`src/rtl/kpyd_pkg.sv`:
```
// Shared keypad constants and key-map helpers for the keypad emulator and the scanner.
// Columns and rows are active-low one-hot.
package kpyd_pkg;

   typedef enum logic [1:0] {
      KPYD_IDLE  = 2'd0,
      KPYD_PRESS = 2'd1,
      KPYD_GAP   = 2'd2
   } kpyd_emu_state_t;

   localparam logic [3:0] ROW_IDLE = 4'b1111;

   localparam logic [3:0] C1 = 4'b0111;
   localparam logic [3:0] C2 = 4'b1011;
   localparam logic [3:0] C3 = 4'b1101;
   localparam logic [3:0] C4 = 4'b1110;

   localparam logic [3:0] R1 = 4'b0111;
   localparam logic [3:0] R2 = 4'b1011;
   localparam logic [3:0] R3 = 4'b1101;
   localparam logic [3:0] R4 = 4'b1110;

   // One response-pipeline entry: the column strobe, the press flag and the key it belongs to.
   typedef struct packed {
      logic [3:0] col;
      logic       act;
      logic [3:0] code;
   } kpyd_pipe_t;

   localparam kpyd_pipe_t PIPE_CLR = '{col: ROW_IDLE, act: 1'b0, code: 4'h0};

   function automatic logic [3:0] kpyd_key_col(input logic [3:0] code);
      case (code)
         4'h1, 4'h4, 4'h7, 4'h0: kpyd_key_col = C1;
         4'h2, 4'h5, 4'h8, 4'hF: kpyd_key_col = C2;
         4'h3, 4'h6, 4'h9, 4'hE: kpyd_key_col = C3;
         default:                kpyd_key_col = C4;
      endcase
   endfunction

   function automatic logic [3:0] kpyd_key_row(input logic [3:0] code);
      case (code)
         4'h1, 4'h2, 4'h3, 4'hA: kpyd_key_row = R1;
         4'h4, 4'h5, 4'h6, 4'hB: kpyd_key_row = R2;
         4'h7, 4'h8, 4'h9, 4'hC: kpyd_key_row = R3;
         default:                kpyd_key_row = R4;
      endcase
   endfunction

endpackage

```
`src/rtl/kpyd_emulator_if.sv`:
```
// Key request handshake plus the keypad Col/Row matrix, as seen by the emulator (slave)
// and by whoever feeds it keys and scans it (master).
interface kpyd_emulator_if;
   logic       key_valid;
   logic [3:0] key_code;
   logic       key_ready;
   logic [3:0] Col;
   logic [3:0] Row;
   logic       pressed;
   logic       busy;

   modport slave (
      input  key_valid, key_code, Col,
      output key_ready, Row, pressed, busy
   );

   modport master (
      output key_valid, key_code, Col,
      input  key_ready, Row, pressed, busy
   );
endinterface

```
`src/rtl/kpyd_row_pipe.sv`:
```
// STAGES-deep register delay of {Col, press flag, key}, cleared asynchronously to an
// idle entry so nothing stale reaches Row after reset.
module kpyd_row_pipe
   import kpyd_pkg::*;
#(
   parameter int STAGES = 1
) (
   input  logic       clk,
   input  logic       rst_n,
   input  kpyd_pipe_t in_d,
   output kpyd_pipe_t out_q
);

   generate
      if (STAGES == 0) begin : g_thru
         assign out_q = in_d;
      end else begin : g_reg
         kpyd_pipe_t stg_q [STAGES];

         always_ff @(posedge clk or negedge rst_n) begin
            if (!rst_n) begin
               for (int i = 0; i < STAGES; i++) stg_q[i] <= PIPE_CLR;
            end else begin
               stg_q[0] <= in_d;
               for (int i = 1; i < STAGES; i++) stg_q[i] <= stg_q[i-1];
            end
         end

         assign out_q = stg_q[STAGES-1];
      end
   endgenerate

endmodule

```
`src/rtl/kpyd_emulator.sv`:
```
// Synthesisable 4x4 keypad responder: presses one queued key at a time for HOLD_CYCLES,
// releases for GAP_CYCLES, and answers the scanner's column strobe RESP_DLY cycles later.
module kpyd_emulator
   import kpyd_pkg::*;
#(
   parameter logic [23:0] HOLD_CYCLES = 24'd1_000_000,
   parameter logic [23:0] GAP_CYCLES  = 24'd500_000,
   parameter int          RESP_DLY    = 2   // 1..7: the scanner samples Row 8 cycles after Col
) (
   input  logic              clk,
   input  logic              rst_n,
   kpyd_emulator_if.slave    kif
);

   localparam logic [23:0] HOLD_LD = (HOLD_CYCLES == 24'd0) ? 24'd0 : HOLD_CYCLES - 24'd1;
   localparam logic [23:0] GAP_LD  = (GAP_CYCLES == 24'd0) ? 24'd0 : GAP_CYCLES - 24'd1;

   kpyd_emu_state_t state_q, state_d;
   logic [23:0]     cnt_q, cnt_d;
   logic [3:0]      code_q, code_d;
   logic [3:0]      row_q, row_d;
   kpyd_pipe_t      pipe_in, pipe_out;

   always_comb begin
      state_d = state_q;
      cnt_d   = cnt_q;
      code_d  = code_q;
      case (state_q)
         KPYD_IDLE: begin
            if (kif.key_valid) begin
               code_d  = kif.key_code;
               cnt_d   = HOLD_LD;
               state_d = KPYD_PRESS;
            end
         end
         KPYD_PRESS: begin
            if (cnt_q == 24'd0) begin
               if (GAP_CYCLES != 24'd0) begin
                  cnt_d   = GAP_LD;
                  state_d = KPYD_GAP;
               end else begin
                  state_d = KPYD_IDLE;
               end
            end else begin
               cnt_d = cnt_q - 24'd1;
            end
         end
         KPYD_GAP: begin
            if (cnt_q == 24'd0) state_d = KPYD_IDLE;
            else                cnt_d   = cnt_q - 24'd1;
         end
         default: state_d = KPYD_IDLE;
      endcase
   end

   // The key code travels with its strobe so a fast follow-up key cannot
   // reinterpret entries still in flight for the previous one.
   assign pipe_in = '{col: kif.Col, act: (state_q == KPYD_PRESS), code: code_q};

   kpyd_row_pipe #(.STAGES(RESP_DLY - 1)) u_pipe (
      .clk   (clk),
      .rst_n (rst_n),
      .in_d  (pipe_in),
      .out_q (pipe_out)
   );

   // Exact match against the key's one-hot column rejects idle or multi-column strobes.
   always_comb begin
      row_d = ROW_IDLE;
      if (pipe_out.act && (pipe_out.col == kpyd_key_col(pipe_out.code)))
         row_d = kpyd_key_row(pipe_out.code);
   end

   always_ff @(posedge clk or negedge rst_n) begin
      if (!rst_n) begin
         state_q <= KPYD_IDLE;
         cnt_q   <= 24'd0;
         code_q  <= 4'h0;
         row_q   <= ROW_IDLE;
      end else begin
         state_q <= state_d;
         cnt_q   <= cnt_d;
         code_q  <= code_d;
         row_q   <= row_d;
      end
   end

   assign kif.key_ready = rst_n && (state_q == KPYD_IDLE);
   assign kif.pressed   = (state_q == KPYD_PRESS);
   assign kif.busy      = (state_q == KPYD_PRESS) || (state_q == KPYD_GAP);
   assign kif.Row       = row_q;

endmodule

```
`src/flat_wrapper.sv`:
```
// flat-port wrapper written by rule: the top's interface ports become plain ports
module kpyd_emulator_flat import kpyd_pkg::*;
#(
   parameter logic [23:0] HOLD_CYCLES = 24'd1_000_000,
   parameter logic [23:0] GAP_CYCLES  = 24'd500_000,
   parameter int          RESP_DLY    = 2                                                      
)
  (clk, rst_n, kif_key_valid, kif_key_code, kif_Col, kif_key_ready, kif_Row, kif_pressed, kif_busy);
  kpyd_emulator_if kif_i ();
  input  logic clk;
  input  logic rst_n;
  input wire logic [$bits(kif_i.key_valid)-1:0] kif_key_valid;
  input wire logic [$bits(kif_i.key_code)-1:0] kif_key_code;
  input wire logic [$bits(kif_i.Col)-1:0] kif_Col;
  output wire logic [$bits(kif_i.key_ready)-1:0] kif_key_ready;
  output wire logic [$bits(kif_i.Row)-1:0] kif_Row;
  output wire logic [$bits(kif_i.pressed)-1:0] kif_pressed;
  output wire logic [$bits(kif_i.busy)-1:0] kif_busy;
  assign kif_i.key_valid = kif_key_valid;
  assign kif_i.key_code = kif_key_code;
  assign kif_i.Col = kif_Col;
  assign kif_key_ready = kif_i.key_ready;
  assign kif_Row = kif_i.Row;
  assign kif_pressed = kif_i.pressed;
  assign kif_busy = kif_i.busy;
  kpyd_emulator #(.HOLD_CYCLES(HOLD_CYCLES), .GAP_CYCLES(GAP_CYCLES), .RESP_DLY(RESP_DLY)) u_core (.clk(clk), .rst_n(rst_n), .kif(kif_i));
endmodule
```
`config.mk`:
```
export PLATFORM = sky130hd
export DESIGN_NAME = kpyd_emulator_flat
export DESIGN_NICKNAME = d
export VERILOG_FILES = /design/src/rtl/kpyd_pkg.sv /design/src/rtl/kpyd_emulator_if.sv /design/src/rtl/kpyd_row_pipe.sv /design/src/rtl/kpyd_emulator.sv /design/src/flat_wrapper.sv
export SDC_FILE = /design/constraint.sdc
export NUM_CORES = 1
export LEC_CHECK = 0
export BUFFER_PORTS_ARGS = -buffer_cell sky130_fd_sc_hd__buf_2
export CORE_ASPECT_RATIO = 1.75
export CORE_UTILIZATION = 25
export CTS_BUF_LIST = sky130_fd_sc_hd__clkbuf_8 sky130_fd_sc_hd__clkbuf_16
export DETAILED_ROUTE_END_ITERATION = 10
export GPL_ROUTABILITY_DRIVEN = 1
export HOLD_SLACK_MARGIN = 0.1
export MAX_ROUTING_LAYER = met4
export PLACE_DENSITY = 0.5
export SETUP_SLACK_MARGIN = 0.5
export SYNTH_ARGS = -nofsm -noshare
export SYNTH_HDL_FRONTEND = slang
export SYNTH_SLANG_ARGS = --single-unit
```
`constraint.sdc`:
```
create_clock -name clk -period 4.5 [get_ports clk]
set_input_delay 0.9 -clock clk [delete_from_list [all_inputs] [get_ports clk]]
set_output_delay 0.9 -clock clk [all_outputs]
set_load 0.05 [all_outputs]
```
-- Word-level counts from Yosys, hierarchy flattened
Memory sizes are Yosys's and may differ from the RTL's.
Cells that the tools add are included.
- register bits: 43
- output and inout bits: 7
- bits of input ports: 11
- ROM bits: 128
- word-level logic and storage cells: 35
- memories kept: 2
- $add $sub $neg: 1
- multiplexer cells: 9
- eq/ne operators: 7
- reductions and logical operators: 9
- memory list (name ; words ; bits a word ; rd ports ; clocked after Yosys merged registers in ; write ports ; RTL line ; text):
    (no name shown) ; 16 ; 4 ; 1 ; 0 ; 0 ; kpyd_pkg.sv:33 ; case (code)
    (no name shown) ; 16 ; 4 ; 1 ; 0 ; 0 ; kpyd_pkg.sv:42 ; case (code)
- operators with widths (operator ; number):
    24-bit two-way mux ; 3
    24-bit case mux with 3 select lines ; 1
    24-bit zero test ; 1
    24-bit by 1-bit subtractor with 24-bit output (second input constant) ; 1
    2-bit two-way mux ; 3
    2-bit case mux with 3 select lines ; 1
    3-bit AND reduction ; 2
    4-bit equality test ; 1
    4-bit two-way mux ; 1
    2-bit by 1-bit inequality test with 1-bit output (second input constant) ; 2
    2-bit inequality test (second input constant) ; 2
    3-bit nonzero test ; 1
    2-bit by 1-bit equality test with 1-bit output (second input constant) ; 1
    2-bit equality test (second input constant) ; 1
    1-bit logical AND ; 2
    2-bit zero test ; 1
    2-bit AND reduction ; 1
    1-bit logical OR ; 1

-- Logic depth before layout (Yosys ltp)
Gate-level depths: netlist (run 1).
An unclocked memory read counts as a cell.
- depth in word-level cells: 4
- gate-level depth with buffers: 9
- mapped depth without buffers: 7

-- By module
Synthesis (run 1) repeated with hierarchy kept, for this count alone.
- cell total of the unflattened synthesis: 252
- area, all modules: 2483.6 um^2
- by module, submodules not included (module ; sequential area each (um^2) ; area each (um^2) ; instances ; cells each):
    kpyd_emulator ; 855.8 ; 2253.4 ; 1 ; 243
    kpyd_row_pipe ; 230.2 ; 230.2 ; 1 ; 9

-- Worst setup path before layout (run 1)
No wires, ideal clock.
- kind: register -> register
- start point: register u_core.cnt_q[0]
- end point: register u_core.state_q[0]
- setup time: 125 ps
- required time: 4375 ps
- setup slack: 1989 ps
- path buffers: 0
- stages on the path, launching flop included: 8
- period minus slack after synthesis: 2511 ps
- data arrival time: 2386 ps
- cell sequence: dfrtp_1 -> inv_1 -> ha_1 -> or4b_2 -> nor4_1 -> nand3_1 -> a21oi_1 -> mux2_2
- longest elaborated chain between the ends: 3
- elaborated cells on any way between the ends: 4
- those cells by class: 2 x eq/ne; 2 x reduce/logical
- RTL lines (what ; RTL line ; text):
    start: declaration ; kpyd_emulator.sv:19 ; logic [23:0] cnt_q, cnt_d;
    start signal: assignment ; kpyd_emulator.sv:82 ; cnt_q <= cnt_d;
    24-bit zero test * ; kpyd_emulator.sv:37, kpyd_emulator.sv:49 ;
    2-bit by 1-bit inequality test with 1-bit output (no line) ; n/a ;
    3-bit AND reduction (no line) * ; n/a ;
    end signal: assignment ; kpyd_emulator.sv:81 ; state_q <= state_d;
    end: declaration ; kpyd_emulator.sv:18 ; kpyd_emu_state_t state_q, state_d;
Mark *: on every way between the ends. The rest lies on a longest branch, timed or not.
A chain may end at the register's enable or synchronous reset.

-- Final worst setup path (run 1)
- start point: register u_core.cnt_q[0]
- end point: register u_core.cnt_q[21]
- longest elaborated chain between the ends: 3
- elaborated cells on any way between the ends: 7
- those cells by class: 1 x add/sub; 1 x eq/ne; 3 x mux; 2 x reduce/logical
- RTL lines (what ; RTL line ; text):
    24-bit by 1-bit subtractor with 24-bit output / 24-bit zero test (equally long branches) ; n/a ;
    24-bit two-way mux, or another cell as far along ; kpyd_emulator.sv:49 ; if (cnt_q == 24'd0) state_d = KPYD_IDLE;
    24-bit case mux with 3 select lines / 3-bit AND reduction (equally long branches) ; n/a ;
Several ways; a longest one is shown, not always the timed one. The select of a mux whose other input is x is not followed.

==> metrics.yaml, run 1 <==
synthesis:
  synth_cells: 274
  synth_edf_count: 0
  synth_area_sq_mm: 0.002562
  synth_commonest_cells: "dfrtp_1, nor2_1, a21oi_1"
  synth_area_leaders: "dfrtp_1, dfstp_2, ha_1"
  synthesis.nets: 296
  seq_area_frac_synth: 0.4238
  synth_seq_cells: 43
  synthFlopType: "dfrtp_1"
  yosysWarnings: 0
  netlist.area_leader.share: 0.3418
  ys_types: 50
  synthArstFlopShare: 1.000
  yosys.area.top_type: "dfrtp_1"
  syn_area_per_cell_sq_um: 9.352
  post-synth-top-count-cell: "dfrtp_1"
sta:
  slew_headroom: 0.3886
  finalHoldViolations: 0
  timing.hold.ws_ns: 0.3676
  finalClockSkew_ns: 0.006308
  finalSetupViolations: 0
  tightest_slew_ns: 0.9096
  max_freq_mhz: 329.2
  period_share: 0.6751
  tns_ns: 0
  post-route-min-period_ns: 3.038
  grt_setup_unrepaired: "no"
  finalMaxSlewViolations: 0
detailed_routing:
  drtAntennaViolNets: 0
  drt-initial-drc-count: 141
  drt-total-wl_um: 7255
  drt_pass1_iterations: 4
  drcViolationCount: 0
  via_count: 2286
  post_drt_wl_per_cell_um: 17.52
  via_per_inst: 5.522
clock_tree:
  cts.path.max_buffers: 2
  clk_pin_slew_ns: 0.06
  cts-root-buf: "clkbuf_16"
  ctsResizeCount: 0
  cts.sinks: 43
  h-tree-depth: 2
  cts-hold-fix-buffers: 0
  insertion_delay_ns: 0.29
  post_cts_buffers: 0
  cts_tree: "built"
  cts_buffers: 5
grt:
  grt_pass1_vias: 2252
  busiest_layer: "met2"
  grt-ovfl-total: 0
  grt_use_met3: 0.02550
  grt_pass1_wl_um: 11560
  grt_util_met1: 0.1445
  antenna_found_initial: 0
  use_met2: 0.2715
  grt_max_degree: 44
  grt_use_total: 0.1487
worst_hold_path:
  worstHoldStart: "u_core.code_q[0]"
  holdPathEnd: "u_core.u_pipe.out_q[0]"
  min_path_cells: 0
  hp-class: "flop to flop"
placement:
  gp_congestion: 0.8746
  port_buffers: 17
  dpl.hpwl_um: 5426
floorplanning:
  die-area_sq_mm: 0.01067
  row_count: 48
  coreArea_sq_mm: 0.009910
  start_util: 0.2586
  ioPinCount: 18
  die_w_um: 78.53
  die_y_um: 135.9
power:
  power.density_mw_per_mm2: 263.1
  max-vdd-ir-drop_uv: 159.9
  leakage_nw: 1.168
worst_setup_path:
  crit_path_end_kind: "flop"
  worstSetupPathType: "flop to flop"
  setup.worst_path.start_class: "flop"
  worstPathArrival_ns: 3.16
  cp_max_fo: 9
  r2r-start: "u_core.cnt_q[0]"
  r2r_slack_ns: 1.46
  rr_worst_depth: 7
  reg2reg_to: "u_core.cnt_q[21]"
  critPathRequiredTime_ns: 4.62
finish:
  finalNetCount: 310
  antenna_cells: 0
  fillers: 1027
  drive_gt1_frac: 0.1799
  area_growth_pct: 14.11
status:
  outcome: "finished, final reports clean"
job:
  maxCapViolations: 0
## critical path: stages (launching register included)
cell     delay (ns)
dfrtp_1        0.39
inv_1          0.12
ha_1           0.17
or4b_2         0.58
nor4_1         0.66
a31oi_1        0.50
a41oi_1        0.37
a41oi_1        0.08
## through the flow
step                       power, W  setup WS [ns]    util  std cells  instance area (sq um)
after global routing      0.0008073          1.226  0.2951        414                   2924
after floorplan           0.0003993          1.989       -        274                   2562
final                     0.0007693          1.462  0.2951        414                   2924
after global placement    0.0004134          1.652  0.2802        406                   2776
after detailed placement  0.0004134          1.602  0.2802        406                   2776
after CTS                 0.0007849          1.583  0.2951        414                   2924
## report_power, final
group / internal, W / switching (W)
Clock: 0.000218 / 0.000146
Combinational: 0.00000476 / 0.00000966
Sequential: 0.000390 / 0.000000877
## routing by layer
layer	vias to the layer above	routed length, um
li1	1074	-
met1	1116	2696
met2	70	3958
met3	26	227
met4	0	372
met5	-	0
## registers in the layout (all words and copies together) (netlist names)
signal and count:
u_core.kif.Row 4, u_core.cnt_q 24, u_core.state_q 2, u_core.u_pipe.out_q 9, u_core.code_q 4
## cell families after synthesis
logic type	after synthesis	synth area share
multiplexers	7	0.03467
AND/OR/NAND/NOR	112	0.2476
AO/OA/AOI/OAI	73	0.1875
adder cells (fa/ha/maj)	11	0.05371
buffers and inverters	24	0.03906
XOR/XNOR	4	0.01367
flip-flops	43	0.4238
## worst max-delay path by stage
stage | startpoint | cells after the start | endpoint
final | u_core.cnt_q[0] | 7 | u_core.cnt_q[21]
after global routing | u_core.cnt_q[0] | 7 | u_core.cnt_q[21]
after CTS | u_core.cnt_q[0] | 7 | u_core.cnt_q[21]
after detailed placement | u_core.cnt_q[0] | 7 | u_core.cnt_q[21]
after global placement | u_core.cnt_q[9] | 6 | u_core.cnt_q[8]
after floorplan | u_core.cnt_q[0] | 7 | u_core.state_q[0]
## layout by cell type (no fill, tap or decap), types with 7 or more instances in the layout
cell type	netlist	layout
a21oi_1	17	17
buf_2	2	17
dfrtp_1	35	35
dfstp_2	8	8
ha_1	11	11
inv_1	11	12
nand2_1	16	16
nand3_1	13	13
nand4_1	7	7
nor2_1	21	21
nor4_1	9	9
o21ai_0	16	16
o31ai_1	8	8
or3_1	10	10
or4_1	11	11
## cell type report
type / instances / area [sq um] / area share
Multi-Input combinational cell: 207 / 1385 / 0.4737
Inverter: 11 / 41.29 / 0.01412
Clock inverter: 2 / 8.758 / 0.002995
Sequential cell: 43 / 1086 / 0.3714
Tap cell: 125 / 156.4 / 0.05349
Clock buffer: 6 / 138.9 / 0.04750
Timing Repair Buffer: 20 / 107.6 / 0.03680
Power figures use the tool's default switching activity.
==> inputs of run 2 (changes only) <==
Clock period 4.5 ns to 3 ns, I/O delays scaled along.
==> run 2 against run 1 <==
Net effect: register-to-register slack worse by 0.92 ns; core utilization rose by 2.5 points; global-route usage up 0.74 points; sequential power grew 50%; sequential share of layout area shrank 2.9 points; combinational power increased by 50%; maximum frequency increased by 23%; clock power rose by 97%; non-clock buffer count grew 14; clock skew up 0.00065 ns; cell count up 3.4%; count of clock-buffer cells in the layout shrank 1.
==> metrics.yaml, run 2 (synthesized netlist as in run 1, its figures left out) <==
status:
  outcome: "finished, final reports clean"
detailed_routing:
  drt-initial-drc-count: 82
  drt_pass1_iterations: 4
  drt-total-wl_um: 7477
  via_per_inst: 5.416
  drtAntennaViolNets: 0
  drcViolationCount: 0
  via_count: 2318
  post_drt_wl_per_cell_um: 17.47
finish:
  fillers: 1047
  largest_reg_flops: 24
  top_register: "u_core.cnt_q"
  finalNetCount: 324
  multi_input_area_sq_mm: 0.001471
  area_growth_pct: 23.63
  final_cell_count_no_fill: 428
  drive_gt1_frac: 0.2805
  ff_latch_area_sq_mm: 0.001086
  final_util: 0.3197
  final_common_cell: "dfrtp_1"
  antenna_cells: 0
  layout_common_cells: "dfrtp_1, nor2_1, buf_2"
grt:
  grt_pass1_wl_um: 12190
  grt_max_degree: 44
  grt_use_total: 0.1561
  antenna_found_initial: 0
  grt_pass1_vias: 2372
  grt-ovfl-total: 0
sta:
  max_freq_mhz: 406.1
  fin_ws_ns: 0.5376
  post-route-min-period_ns: 2.462
  period_share: 0.8208
  slew_headroom: 0.5469
  finalSetupViolations: 0
  timing.hold.ws_ns: 0.3685
  finalClockSkew_ns: 0.006955
  tns_ns: 0
  tightest_slew_ns: 0.6772
  finalHoldViolations: 0
  grt_setup_unrepaired: "yes"
  finalMaxSlewViolations: 0
clock_tree:
  cts_buffers: 5
  clk_pin_slew_ns: 0.06
  h-tree-depth: 2
  cts.path.max_buffers: 2
  cts.sinks: 43
  insertion_delay_ns: 0.29
  cts-root-buf: "clkbuf_16"
  cts_tree: "built"
floorplanning:
  die-area_sq_mm: 0.01067
  coreArea_sq_mm: 0.009910
  die_y_um: 135.9
  start_util: 0.2586
  die_w_um: 78.53
  row_count: 48
  ioPinCount: 18
worst_setup_path:
  crit_path_end_kind: "flop"
  critPathRequiredTime_ns: 3.22
  cp_max_fo: 7
  worstPathArrival_ns: 2.69
  setup.worst_path.start_class: "flop"
  worstSetupPathType: "flop to flop"
power:
  max-vdd-ir-drop_uv: 188.5
  power.density_mw_per_mm2: 418.6
  leakage_nw: 1.252
placement:
  dp_slack_ns: 0.2935
  port_buffers: 17
  post-place-cells: 416
  dpl.hpwl_um: 5555
  gp_congestion: 0.8708
worst_hold_path:
  hp-class: "flop to flop"
job:
  maxCapViolations: 0
-- run 2: cell type report --
class,count,share of cell area
clock inverter,3,0.02133
multi-input combinational,207,0.4645
tap,125,0.04937
inverter,11,0.01303
clock buffer,5,0.03949
timing repair buffer,34,0.06951
sequential,43,0.3428
-- run 2: worst paths after layout --
check                                  from                      to  slack, ns  cells past startpoint
min in group asynchronous             rst_n         u_core.cnt_q[1]       0.41                      2
max                        u_core.cnt_q[12]        u_core.cnt_q[20]       0.54                      5
min reg2reg                u_core.code_q[1]  u_core.u_pipe.out_q[1]       0.37                      0
min                        u_core.code_q[1]  u_core.u_pipe.out_q[1]       0.37                      0
max reg2reg                u_core.cnt_q[12]        u_core.cnt_q[20]       0.54                      5
max in group asynchronous             rst_n        u_core.cnt_q[21]       2.19                      2
-- run 2: report_power, final --
part	internal (W)	switching, W	total [W]	leakage [nW]
clock network	0.000477	0.000241	0.000718	0.0900
logic	0.00000713	0.0000145	0.0000216	0.646
registers	0.000585	0.00000158	0.000587	0.516
-- run 2: routing by layer --
metal	track usage	part of all wire	vias to the layer above
li1	-	-	1100
met1	0.1505	0.37	1126
met2	0.2763	0.54	71
met3	0.03557	0.041	21
met4	0.09877	0.042	0
met5	-	0	-
-- run 2: repair_timing --
item	CTS	global route
hold buffers	0	0
gates resized for setup	6	17
endpoints found under the setup margin	16	19
pin swaps	1	4
setup buffers	0	4
-- run 2: metrics by stage --
stage	power (W)	instance area, sq um
detailed placement	0.0006203	2858
floorplan	0.0005989	2569
finish	0.001326	3168
global placement	0.0006199	2858
global route	0.001369	3168
CTS	0.001343	3077
-- run 2: worst max-delay path, cell delays in order, from the launching register on --
cell and delay, ns:
dfrtp_1 0.43, or4_1 0.58, or4_4 0.54, or4_4 0.50
a31o_1 0.25, a21oi_2 0.11
==> inputs of run 3 (changes only) <==
Clock period 3 ns to 2.5 ns, I/O delays scaled along.
==> run 3 against run 2 <==
Net effect: global-route usage is 1.9 points higher; power grew 11%; core utilization is 2.7 points higher; non-clock buffer count up 25; first-iteration DRC count grew to 2.5 times the previous value; hold slack got worse by 0.065 ns; routed wire length rose by 16%; cell count increased by 5.8%; clock power grew 3.9%; largest cell class unchanged; highest routed layer unchanged.
==> metrics.yaml, run 3 (synthesized netlist as in run 1, its figures left out) <==
status:
  outcome: "finished, final reports clean"
detailed_routing:
  drcViolationCount: 0
  via_count: 2477
  drt-total-wl_um: 8638
  drtAntennaViolNets: 0
  drt_pass1_iterations: 4
  via_per_inst: 5.468
  post_drt_wl_per_cell_um: 19.07
  drt-initial-drc-count: 209
finish:
  final_cell_area_sq_mm: 0.003433
  antenna_cells: 0
  fillers: 1023
  multi_input_area_sq_mm: 0.001558
  top_register: "u_core.cnt_q"
  final_util: 0.3465
  layout_common_cells: "buf_4, dfrtp_1, nor2_1"
  drive_gt1_frac: 0.3628
  final_common_cell: "buf_4"
  largest_reg_flops: 24
  finalNetCount: 349
  area_growth_pct: 33.98
  ff_latch_area_sq_mm: 0.001087
worst_setup_path:
  path_cells: "or4_4, or4_4, or4_4, a31o_1, a21oi_2"
  slowest_delay_ns: 0.55
  crit_path_end_kind: "flop"
  cpMostUsedCell: "or4_4"
  worstSetupPathType: "flop to flop"
  cp_max_fo: 6
  r2r-start: "u_core.cnt_q[8]"
  reg2reg_to: "u_core.cnt_q[20]"
  setup.worst_path.start_class: "flop"
  r2r_slack_ns: 0.14
  critPathRequiredTime_ns: 2.72
  worstPathArrival_ns: 2.58
  slowest_stage: "or4_4"
  rr_worst_depth: 5
floorplanning:
  die_y_um: 135.9
  row_count: 48
  die-area_sq_mm: 0.01067
  start_util: 0.2586
  coreArea_sq_mm: 0.009910
  die_w_um: 78.53
  ioPinCount: 18
sta:
  post-route-min-period_ns: 2.362
  tns_ns: 0
  grt_setup_unrepaired: "yes"
  finalSetupViolations: 0
  finalClockSkew_ns: 0.003739
  period_share: 0.9448
  finalMaxSlewViolations: 0
  tightest_slew_ns: 0.6285
  max_freq_mhz: 423.4
  slew_headroom: 0.5778
  finalHoldViolations: 0
  fin_ws_ns: 0.1381
job:
  maxCapViolations: 0
grt:
  grt_use_met3: 0.02819
  antenna_found_initial: 0
  grt_pass1_wl_um: 13350
  busiest_layer: "met2"
  grt_use_total: 0.1751
  grt_util_met1: 0.1512
  grt_max_degree: 44
  grt_pass1_vias: 2511
  use_met2: 0.3338
  grt-ovfl-total: 0
placement:
  dp_slack_ns: 0.05784
  place_area_sq_mm: 0.002985
  dpl.hpwl_um: 6113
  port_buffers: 17
  gp_congestion: 0.9074
clock_tree:
  cts-hold-fix-buffers: 0
  h-tree-depth: 2
  cts_buffers: 5
  insertion_delay_ns: 0.29
  cts.path.max_buffers: 2
  cts_tree: "built"
  cts.sinks: 43
  cts-root-buf: "clkbuf_16"
  clk_pin_slew_ns: 0.06
power:
  finalPower_w: 0.001477
  max-vdd-ir-drop_uv: 449.9
  leakage_nw: 1.400
  power.density_mw_per_mm2: 430.1
worst_hold_path:
  min_path_cells: 1
  hp-class: "primary input to flop"
  worstHoldStart: "kif_Col[0]"
  holdPathEnd: "u_core.u_pipe.out_q[5]"
==> run 3: how the worst max path moves through the flow <==
stage,from,end,slack [ns],cells past startpoint
final,u_core.cnt_q[8],u_core.cnt_q[20],0.14,5
after global routing,u_core.cnt_q[8],u_core.cnt_q[6],0.09,7
after CTS,u_core.cnt_q[8],u_core.cnt_q[20],0.15,5
after detailed placement,u_core.cnt_q[8],u_core.cnt_q[3],0.06,5
after global placement,u_core.cnt_q[8],u_core.cnt_q[2],0.1,5
after floorplan,u_core.cnt_q[8],u_core.cnt_q[20],0.09,6
==> run 3: layout make-up <==
class | count | area share
clock inverters | 3 | 0.01130
clock buffers | 5 | 0.03644
well taps | 125 | 0.04555
repair buffers | 59 | 0.1243
flip-flops and latches | 43 | 0.3167
inverters | 11 | 0.01203
multi-input cells | 207 | 0.4537
==> run 3: layer usage <==
metal	vias up	routed length, um	part of all wire
met3	35	310	0.036
met5	-	0	0
met2	87	4844	0.56
met1	1210	2883	0.33
met4	0	600	0.069
li1	1145	-	-
==> run 3: critical path: cells and delay by family, from the launching register on <==
| family | cells | cell delay (ns) |
|---|---|---|
| AO/OA/AOI/OAI | 2 | 0.36 |
| flip-flops | 1 | 0.37 |
| AND/OR/NAND/NOR | 3 | 1.55 |
==> run 3: timing repair <==
| action | in CTS | in global routing |
|---|---|---|
| endpoints found under the setup margin | 30 | 32 |
| cloned | 1 | 0 |
| setup buffers | 11 | 5 |
| gates resized for setup | 20 | 11 |
| pin swaps | 10 | 8 |
==> run 3: stage by stage <==
stage | hold WS [ns] | std cells
floorplan | 0.2044 | 274
global placement | 0.3558 | 428
detailed placement | 0.3566 | 428
CTS | 0.2999 | 448
global route | 0.2966 | 453
finish | 0.3037 | 453
==> run 3: where the power goes <==
group          switching, W  internal (W)  total [W]
combinational     0.0000178    0.00000862  0.0000265
clock              0.000280      0.000466   0.000746
sequential       0.00000166      0.000702   0.000704
